File: config.mk
export PLATFORM = sky130hd
export DESIGN_NAME = deck_rng
export DESIGN_NICKNAME = d
export VERILOG_FILES = /design/src/rtl/prng_pkg.sv /design/src/rtl/lfsr_core.sv /design/src/rtl/deck_rng.sv
export SDC_FILE = /design/constraint.sdc
export NUM_CORES = 1
export LEC_CHECK = 0
export ABC_AREA = 1
export CAP_MARGIN = 20
export CORE_ASPECT_RATIO = 0.6
export CORE_MARGIN = 2
export CORE_UTILIZATION = 62
export CTS_CLUSTER_DIAMETER = 30
export DETAILED_ROUTE_END_ITERATION = 8
export PLACE_DENSITY = 0.84
export SLEW_MARGIN = 20
export SYNTH_ARGS = -nofsm -noshare
export SYNTH_HDL_FRONTEND = slang
export SYNTH_SLANG_ARGS = --single-unit
File: constraint.sdc
create_clock -name clock -period 8.65 [get_ports clock]
set_input_delay 0.865 -clock clock [delete_from_list [all_inputs] [get_ports clock]]
set_output_delay 0.865 -clock clock [all_outputs]
set_load 0.02 [all_outputs]
File: src/rtl/prng_pkg.sv
// Shared definitions for the card-game random index generator.
// Contents: deck size, default LFSR seed and tap mask, and the request FSM
// state encoding.
package prng_pkg;

  localparam int          DECK_SIZE    = 52;
  localparam logic [15:0] DEFAULT_SEED = 16'hACE1;
  localparam logic [15:0] DEFAULT_TAPS = 16'hB400;

  typedef enum logic [1:0] {
    IDLE    = 2'd0,
    SEARCH  = 2'd1,
    PRESENT = 2'd2
  } state_e;

endpackage : prng_pkg

File: src/rtl/lfsr_core.sv
// Free-running Fibonacci LFSR with a synchronous seed load.
// Ports:
//   clock    - rising-edge clock
//   reset    - synchronous active-high reset, loads SEED
//   load     - load load_val this edge (takes priority over shifting)
//   load_val - seed value; an all-zero value is replaced by SEED
//   state    - current register contents
module lfsr_core
  import prng_pkg::*;
#(
  parameter int               WIDTH = 16,
  parameter logic [WIDTH-1:0] TAPS  = DEFAULT_TAPS,
  parameter logic [WIDTH-1:0] SEED  = DEFAULT_SEED
) (
  input  logic             clock,
  input  logic             reset,
  input  logic             load,
  input  logic [WIDTH-1:0] load_val,
  output logic [WIDTH-1:0] state
);

  logic [WIDTH-1:0] state_q;
  logic [WIDTH-1:0] state_d;

  // All-zero is the lock-up state of an XOR LFSR, so it is never loaded.
  always_comb begin
    if (load) begin
      state_d = (load_val == '0) ? SEED : load_val;
    end else begin
      state_d = {state_q[WIDTH-2:0], ^(state_q & TAPS)};
    end
  end

  always_ff @(posedge clock) begin
    if (reset) begin
      state_q <= SEED;
    end else begin
      state_q <= state_d;
    end
  end

  assign state = state_q;

endmodule : lfsr_core

File: src/rtl/deck_rng.sv
// Request/response random index generator: returns indices in [0, RANGE)
// by rejection sampling a field of a free-running LFSR. In deal mode each
// index is issued at most once until deck_clear; after MAX_TRIES
// consecutive rejections a deterministic fallback value is issued.
// Ports:
//   clock, reset          - clock, synchronous active-high reset
//   seed_load, seed_in    - reseed the LFSR (zero seed maps to SEED)
//   deck_clear            - forget all issued indices
//   req_valid/req_ready   - request handshake
//   rnd_valid/rnd_ready   - result handshake
//   rnd_out, rnd_fallback - issued index, and whether it came from fallback
//   deck_empty            - every index in the deck has been issued
//
// state   | meaning
// --------+--------------------------------------------------------
// IDLE    | waiting for a request (blocked while the deck is empty)
// SEARCH  | testing one LFSR candidate per cycle
// PRESENT | result held on rnd_out until rnd_ready
module deck_rng
  import prng_pkg::*;
#(
  parameter int               WIDTH     = 16,
  parameter logic [WIDTH-1:0] TAPS      = DEFAULT_TAPS,
  parameter logic [WIDTH-1:0] SEED      = DEFAULT_SEED,
  parameter int               OUT_W     = 6,
  parameter int               FIELD_LSB = 5,
  parameter int               RANGE     = DECK_SIZE,
  parameter int               NO_REPEAT = 1,
  parameter int               MAX_TRIES = 16
) (
  input  logic             clock,
  input  logic             reset,
  input  logic             seed_load,
  input  logic [WIDTH-1:0] seed_in,
  input  logic             deck_clear,
  input  logic             req_valid,
  output logic             req_ready,
  output logic             rnd_valid,
  input  logic             rnd_ready,
  output logic [OUT_W-1:0] rnd_out,
  output logic             rnd_fallback,
  output logic             deck_empty
);

  localparam int NIDX = 2 ** OUT_W;
  localparam int TW   = $clog2(MAX_TRIES + 1);

  logic [WIDTH-1:0] lfsr;
  logic             unused_lfsr;
  logic [OUT_W-1:0] cand;
  logic             cand_ok;
  logic             last_try;
  logic             capture;
  logic [OUT_W-1:0] fb_val;
  logic [OUT_W-1:0] cap_val;

  state_e           state_q;
  logic [TW-1:0]    tries_q;
  logic [NIDX-1:0]  used_q;
  logic [NIDX-1:0]  used_d;
  logic [OUT_W-1:0] rnd_out_q;
  logic             rnd_fallback_q;
  logic             rnd_valid_q;
  logic             deck_empty_q;

  lfsr_core #(
    .WIDTH (WIDTH),
    .TAPS  (TAPS),
    .SEED  (SEED)
  ) u_lfsr (
    .clock    (clock),
    .reset    (reset),
    .load     (seed_load),
    .load_val (seed_in),
    .state    (lfsr)
  );

  // Only a slice of the LFSR is used as the candidate.
  assign unused_lfsr = ^lfsr;
  assign cand        = lfsr[FIELD_LSB +: OUT_W];

  function automatic logic [OUT_W-1:0] lowest_unused(input logic [NIDX-1:0] used);
    logic [OUT_W-1:0] idx;
    idx = '0;
    for (int i = RANGE - 1; i >= 0; i--) begin
      if (!used[i]) idx = OUT_W'(i);
    end
    return idx;
  endfunction

  always_comb begin
    cand_ok  = (int'(cand) < RANGE) && ((NO_REPEAT == 0) || !used_q[cand]);
    last_try = (tries_q == TW'(MAX_TRIES - 1));
    capture  = (state_q == SEARCH) && (cand_ok || last_try);
    if (NO_REPEAT != 0) begin
      fb_val = lowest_unused(used_q);
    end else if (int'(cand) >= RANGE) begin
      // RANGE >= 2^(OUT_W-1) keeps the folded value inside the range.
      fb_val = cand - OUT_W'(RANGE);
    end else begin
      fb_val = cand;
    end
    cap_val = cand_ok ? cand : fb_val;
  end

  // A clear coinciding with a capture wins: the value is delivered unmarked.
  always_comb begin
    used_d = used_q;
    if ((NO_REPEAT != 0) && capture) used_d[cap_val] = 1'b1;
    if (deck_clear) used_d = '0;
  end

  always_ff @(posedge clock) begin
    if (reset) begin
      state_q        <= IDLE;
      tries_q        <= '0;
      used_q         <= '0;
      rnd_out_q      <= '0;
      rnd_fallback_q <= 1'b0;
      rnd_valid_q    <= 1'b0;
      deck_empty_q   <= 1'b0;
    end else begin
      used_q       <= used_d;
      deck_empty_q <= (NO_REPEAT != 0) && !deck_clear && (&used_q[RANGE-1:0]);
      case (state_q)
        IDLE: begin
          if (req_valid && req_ready) begin
            state_q <= SEARCH;
            tries_q <= '0;
          end
        end
        SEARCH: begin
          if (capture) begin
            rnd_out_q      <= cap_val;
            rnd_fallback_q <= !cand_ok;
            rnd_valid_q    <= 1'b1;
            state_q        <= PRESENT;
          end else begin
            tries_q <= tries_q + 1'b1;
          end
        end
        PRESENT: begin
          if (rnd_ready) begin
            rnd_valid_q <= 1'b0;
            state_q     <= IDLE;
          end
        end
        default: state_q <= IDLE;
      endcase
    end
  end

  assign req_ready    = (state_q == IDLE) && !deck_empty_q;
  assign rnd_valid    = rnd_valid_q;
  assign rnd_out      = rnd_out_q;
  assign rnd_fallback = rnd_fallback_q;
  assign deck_empty   = deck_empty_q;

endmodule : deck_rng

### Word-level counts from Yosys, hierarchy flattened

Index checks and enable logic that the tools add are counted.

* bitwise gates (word level): 1
* multiplexer cells: 69
* $add $sub $neg: 1
* reduce and logical (&&, ||, !) cells: 22
* eq/ne operators: 7
* order comparisons: 4

Operators by type and width (number)
* 6-bit two-way mux: 53
* 64-bit bitwise OR: 1
* 52-bit AND reduction: 1
* 16-bit two-way mux: 2
* 16-bit zero test: 1
* 16-bit parity: 1
* 6-bit by 7-bit < comparator with 1-bit output, second input constant: 2
* 5-bit two-way mux: 2
* 5-bit one-hot mux with 2 select lines: 1
* 3-bit AND reduction: 3
* 2-bit inequality test, second input constant: 4
* 1-bit binary-select mux with 6-bit select: 1
* 1-bit demux with 6-bit select: 1
* 6-bit by 1-bit greater-or-equal comparator with 1-bit output, second input constant: 1
* 1-bit logical AND: 6
* 6-bit < comparator, second input constant: 1
* 2-bit two-way mux: 3
* 2-bit one-hot mux with 3 select lines: 1
* 5-bit by 1-bit adder with 5-bit output, second input constant: 1
* 5-bit by 4-bit equality test with 1-bit output, second input constant: 1
* 1-bit zero test: 4
* 1-bit two-way mux: 4
* 2-bit nonzero test: 2
* 2-bit by 1-bit equality test with 1-bit output, second input constant: 1
* other kinds (6): 6

* register bits after elaboration: 96
* logic and storage cells: 112
* input port bits: 22
* output and inout bits: 10

### Longest topological paths before layout

* word-level depth: 58
* gate-level depth with buffers: 56
* depth with buffers taken out: 55

### By module

From an unflattened synthesis, not the netlist that was laid out.

* cell total of the unflattened synthesis: 686
* area total of the unflattened synthesis: 4404.2 um2

By module, submodules not included
* deck_rng: cells an instance 567, seq. area each 1361.3 um2, instances 1, area each 3643.5 um2
* lfsr_core: cells an instance 119, seq. area each 320.3 um2, instances 1, area each 760.7 um2

### Worst setup path before layout

Ideal clock, no wire load.

* kind: reg2reg
* start: register used_q[51]
* end: register rnd_out_q[0] (netlist: rnd_out[0])
* period minus slack after synthesis: 3.123 ns
* cell stages (with the launch flop): 57
* setup slack: 5.527 ns
* setup time: 0.113 ns
* data required time: 8.537 ns
* arrival time: 3.010 ns
* buffers on the path: 1
* cells stage by stage: dfxtp_1 inv_2 nand2_1 nand2_1 nand2_1 nand2_1 nand2_1 nand2_1 nand2_1 nand2_1 nand2_1 nand2_1 nand2_1 nand2_1 nand2_1 nand2_1 nand2_1 nand2_1 [... 21 more ...] nand2_1 nand2_1 nand2_1 nand2_1 nand2_1 nand2_1 nand2_1 nand2_1 nand2_1 nand2_1 nand2_1 nand2_1 nand2_2 nand2_4 nand2_8 buf_8 o21ai_1 inv_1

* word-level cells in the longest chain between the ends: 53
* elaborated cells on any way between the ends: 60
* those cells by class: mux (55); reduce/logical (5)

Ends and longest elaborated chain
* start, declared: line deck_rng.sv:59 `logic [NIDX-1:0] used_q;`
* start signal, assigned: line deck_rng.sv:123 `used_q <= used_d;`
* 6-bit two-way mux (52 in a row): line deck_rng.sv:86 `if (!used[i]) idx = OUT_W'(i);`
* 6-bit two-way mux: line deck_rng.sv:103 `cap_val = cand_ok ? cand : fb_val;`
* end signal, assigned: line deck_rng.sv:134 `rnd_out_q <= cap_val;`
* end, declared: line deck_rng.sv:61 `logic [OUT_W-1:0] rnd_out_q;`

Several ways; a longest one is shown, not always the timed one. The select of a mux whose other input is x is not followed.
A chain may end at the register's enable or synchronous reset.

### Worst setup path in the final report

* start: register u_lfsr.state_q[6] (netlist: u_lfsr.state[6])
* end: register used_q[10]

* word-level cells in the longest chain between the ends: 10
* elaborated cells on any way between the ends: 14
* those cells by class: order compare (3); mux (5); bitwise (1); reduce/logical (5)

Ends and longest elaborated chain
* start, declared: line lfsr_core.sv:22 `logic [WIDTH-1:0] state_q;`
* start signal, assigned: line lfsr_core.sv:38 `state_q <= state_d;`
* 1-bit binary-select mux with 6-bit select: line deck_rng.sv:92 `cand_ok = (int'(cand) < RANGE) && ((NO_REPEAT == 0) || !used_q[cand]);`
* 1-bit two-way mux (implied by the code): line deck_rng.sv:92
* 1-bit zero test: line deck_rng.sv:92
* 1-bit logical AND: line deck_rng.sv:92
* 6-bit two-way mux: line deck_rng.sv:103
* 6-bit by 7-bit < comparator with 1-bit output (implied by the code) / 6-bit by 1-bit greater-or-equal comparator with 1-bit output (equally long branches): line deck_rng.sv:109 `if ((NO_REPEAT != 0) && capture) used_d[cap_val] = 1'b1;`
* 1-bit logical AND (implied by the code): line deck_rng.sv:109
* 1-bit two-way mux (implied by the code): line deck_rng.sv:109
* 1-bit demux with 6-bit select: line deck_rng.sv:109
* 64-bit bitwise OR (no line)

Several ways; a longest one is shown, not always the timed one. The select of a mux whose other input is x is not followed.

==> results_dict.tcl <==
set metrics [dict create \
    status "complete, no violations" \
    slew_headroom_pct 24.9 \
    die_w_um 111 \
    crit_path_end_kind "flip-flop" \
    postSynthRegisterBits 84 \
    gp_congestion 0.961 \
    synthesis.area_um2 4280 \
    synth_area_leaders "dfxtp_1 39%, a21oi_1 10%, nand2_1 9.1%, inv_1 6.4%, nand3_1 5.7%" \
    dr.pass1.iters 6 \
    wire_per_inst_um 16.4 \
    min_to "u_lfsr.state[4]" \
    finalCritPeriodShare_pct 46.5 \
    cpPeakStageDelay_ns 0.81 \
    dp_slack_ns 4.72 \
    io_buffers 31 \
    cts_tree "built" \
    initial_core_util_pct 64.1 \
    post_cts_buffers 0 \
    numCtsBuffers 9 \
    skew_ns 0.00264 \
    synth_commonest_cells "104 x nand2_1, 86 x a21oi_1, 84 x dfxtp_1" \
    setup_viol 0 \
    synth_nets 654 \
    p_leak_nw 1.54 \
    swShare_pct 28.4 \
    rsz0062_at_grt "false" \
    synthFlopType "dfxtp_1" \
    post_dp_cell_area_um2 4560 \
    path_cells "inv_2 > a21oi_1 > o21ai_1 > nand3_1 > nand3_1 > nand4_1 > nand3b_1 > nand2_1 > inv_2 > nor2_2 > nand2_1 > inv_1 > o21ai_1 > o21ai_1 > inv_2 > nor2_1 > buf_4 > nand4_1 > a21oi_1" \
    finalInstanceArea_um2 4850 \
    reg2reg_to "used_q[10]" \
    yosysSeqAreaShare_pct 39.3 \
    hold_class "reg2reg" \
    p_comb_share_pct 15.9 \
    cts_root_buf "clkbuf_16" \
    finalCriticalPeriod_ns 4.02 \
    num_antenna_cells 0 \
    drtIter0Drc 609 \
    r2r_setup_slack_ns 4.63 \
    wl_mm 12.0 \
    die_area_um2 7600 \
    antenna_found_initial 0 \
    h-tree-depth 3 \
    clock_latency_ns 0.34 \
    required_ns 8.92 \
    clkTransAtPathRegs_ns 0.06 \
    critical_path_class "reg2reg" \
    min_from "u_lfsr.state[3]" \
    clkPwrFrac_pct 40.1 \
    cts_hold_buf 0 \
    fp.dieH_um 68.3 \
    clk_path_buf_depth 2 \
    peakVddDrop_uv 159 \
    synth_edf_count 0 \
    p_sw_mw 0.264 \
    cts_resized 0 \
    avgSynthCellArea_um2 6.79 \
    postRouteAntennaNets 0 \
    grt_pass1_wl_mm 18.9 \
    grt_max_degree 54 \
    r2r_cells 19 \
    max_freq_mhz 249 \
    worst_pin_slew_ns 1.12 \
    vias_per_cell 6.16 \
    hpwl_mm 8.14 \
    yosysTopAreaCell "dfxtp_1" \
    area_growth_pct 13.4 \
    slew_viol_final 0 \
    power_density_nw_per_um2 192 \
    intPower_mw 0.666 \
    critPathLaunchType "flip-flop" \
    drive_above_1_share_pct 5.10 \
    rows 23 \
    cp.arrival_ns 4.29 \
    grt_remaining_overflow 0 \
    yosysWarnings 0 \
    fp.coreArea_um2 6680 \
    drc 0 \
    grt_pass1_vias 3845 \
    crit_slowest_cell "dfxtp_1" \
    hold_viol_final 0 \
    pwr-share-seq_pct 44.0 \
    final_util_pct 72.7 \
    synthCells 630 \
    cts.sinks 84 \
    worst_slack_ns 4.63 \
    setup_tns_ns 0 \
    grt_use_total_pct 31.6 \
    crit_fanout 18 \
    yosysTopAreaCellShare_pct 39.3 \
    io_pins 32 \
    fin_nets 666 \
    async_flop_share_pct 0 \
    yosysMostFrequentCell "nand2_1" \
    num_vias 4523 \
    fill_cells 529 \
    synth.distinct_cells 36 \
    min_delay_path_depth 2 \
    rr_startpoint "u_lfsr.state[6]" \
    cap_violations 0 \
]
## cells in the final DEF (no fill, tap or decap), types with 2 or more instances in the layout
cell / synthesis / final
a211oi_1: 5 / 5
a21oi_1: 86 / 86
a31oi_1: 5 / 5
buf_4: 0 / 3
clkbuf_1: 25 / 2
clkbuf_16: 0 / 9
clkdlybuf4s50_1: 0 / 31
clkinv_1: 3 / 3
clkinv_2: 0 / 3
dfxtp_1: 84 / 84
ha_1: 2 / 2
inv_1: 73 / 73
inv_2: 8 / 8
nand2_1: 104 / 104
nand2_2: 2 / 2
nand3_1: 49 / 49
nand3b_1: 3 / 3
nand4_1: 29 / 29
nor2_1: 47 / 45
nor2_2: 1 / 3
nor3_1: 16 / 16
nor4_1: 8 / 8
o211ai_1: 4 / 4
o21a_1: 2 / 2
o21ai_0: 22 / 22
o21ai_1: 23 / 23
o22ai_1: 10 / 10
xor2_1: 2 / 2
## cells by family after synthesis
kind of cell / Yosys count / synth area share, %
XOR/XNOR: 3 / 0.615
flip-flops: 84 / 39.3
adder cells (fa/ha/maj): 2 / 0.585
buffers and inverters: 117 / 11.1
AO/OA/AOI/OAI: 159 / 19.8
AND/OR/NAND/NOR: 265 / 28.6
## power by group through the flow
| stage | clock (mW) | sequential (mW) | combinational, mW |
|---|---|---|---|
| after floorplan | 0 | 0.418 | 0.0946 |
| after global placement | 0 | 0.417 | 0.138 |
| after detailed placement | 0 | 0.417 | 0.141 |
| after CTS | 0.375 | 0.409 | 0.141 |
| after global routing | 0.389 | 0.410 | 0.159 |
| final | 0.373 | 0.409 | 0.148 |
## area by class of cell
class,count,area (um^2),share of cell area [%]
clock buffers,11,233,4.80
clock inverters,5,52.6,1.08
inverters,84,315,6.50
multi-input cells,429,2130,43.8
flip-flops and latches,84,1680,34.7
well taps,87,109,2.24
repair buffers,34,333,6.86
## worst max-delay path: cells and delay by family (launching register included)
family	cells	cell delay [ns]
simple gates	9	1.56
buf+inv	5	0.83
flops	1	0.81
compound gates	5	0.70
## worst max path at each step
stage                       endpoint  cells after the start       startpoint
after floorplan           rnd_out[0]                     56       used_q[51]
after global placement    used_q[50]                     18  u_lfsr.state[6]
after detailed placement  used_q[30]                     18  u_lfsr.state[6]
after CTS                 used_q[10]                     18  u_lfsr.state[6]
after global routing      used_q[19]                     55       used_q[51]
final                     used_q[10]                     19  u_lfsr.state[6]
## flip-flops by register name, indices dropped and copies added, names as in the netlist
register	flops
used_q	52
u_lfsr.state	16
rnd_out	6
tries_q	5
state_q	2
deck_empty	1
rnd_fallback	1
rnd_valid	1
## layer usage
metal  global-route usage (%)  share of wire, %  wire, um  vias to the layer above
met4                     7.56               1.3       161                        0
met1                     43.8                44      5250                     2046
li1                         -                 -         -                     2159
met2                     49.6                43      5180                      289
met5                        0                 0         0                        -
met3                     8.77                12      1420                       29
## metrics by stage
step,hold WS (ns),std cells,power (mW)
floorplan,0.421,630,0.513
global placement,0.436,717,0.555
detailed placement,0.437,717,0.558
CTS,0.459,733,0.925
global route,0.470,734,0.958
finish,0.462,734,0.930
Note: power is estimated with default switching activity, not from simulation.
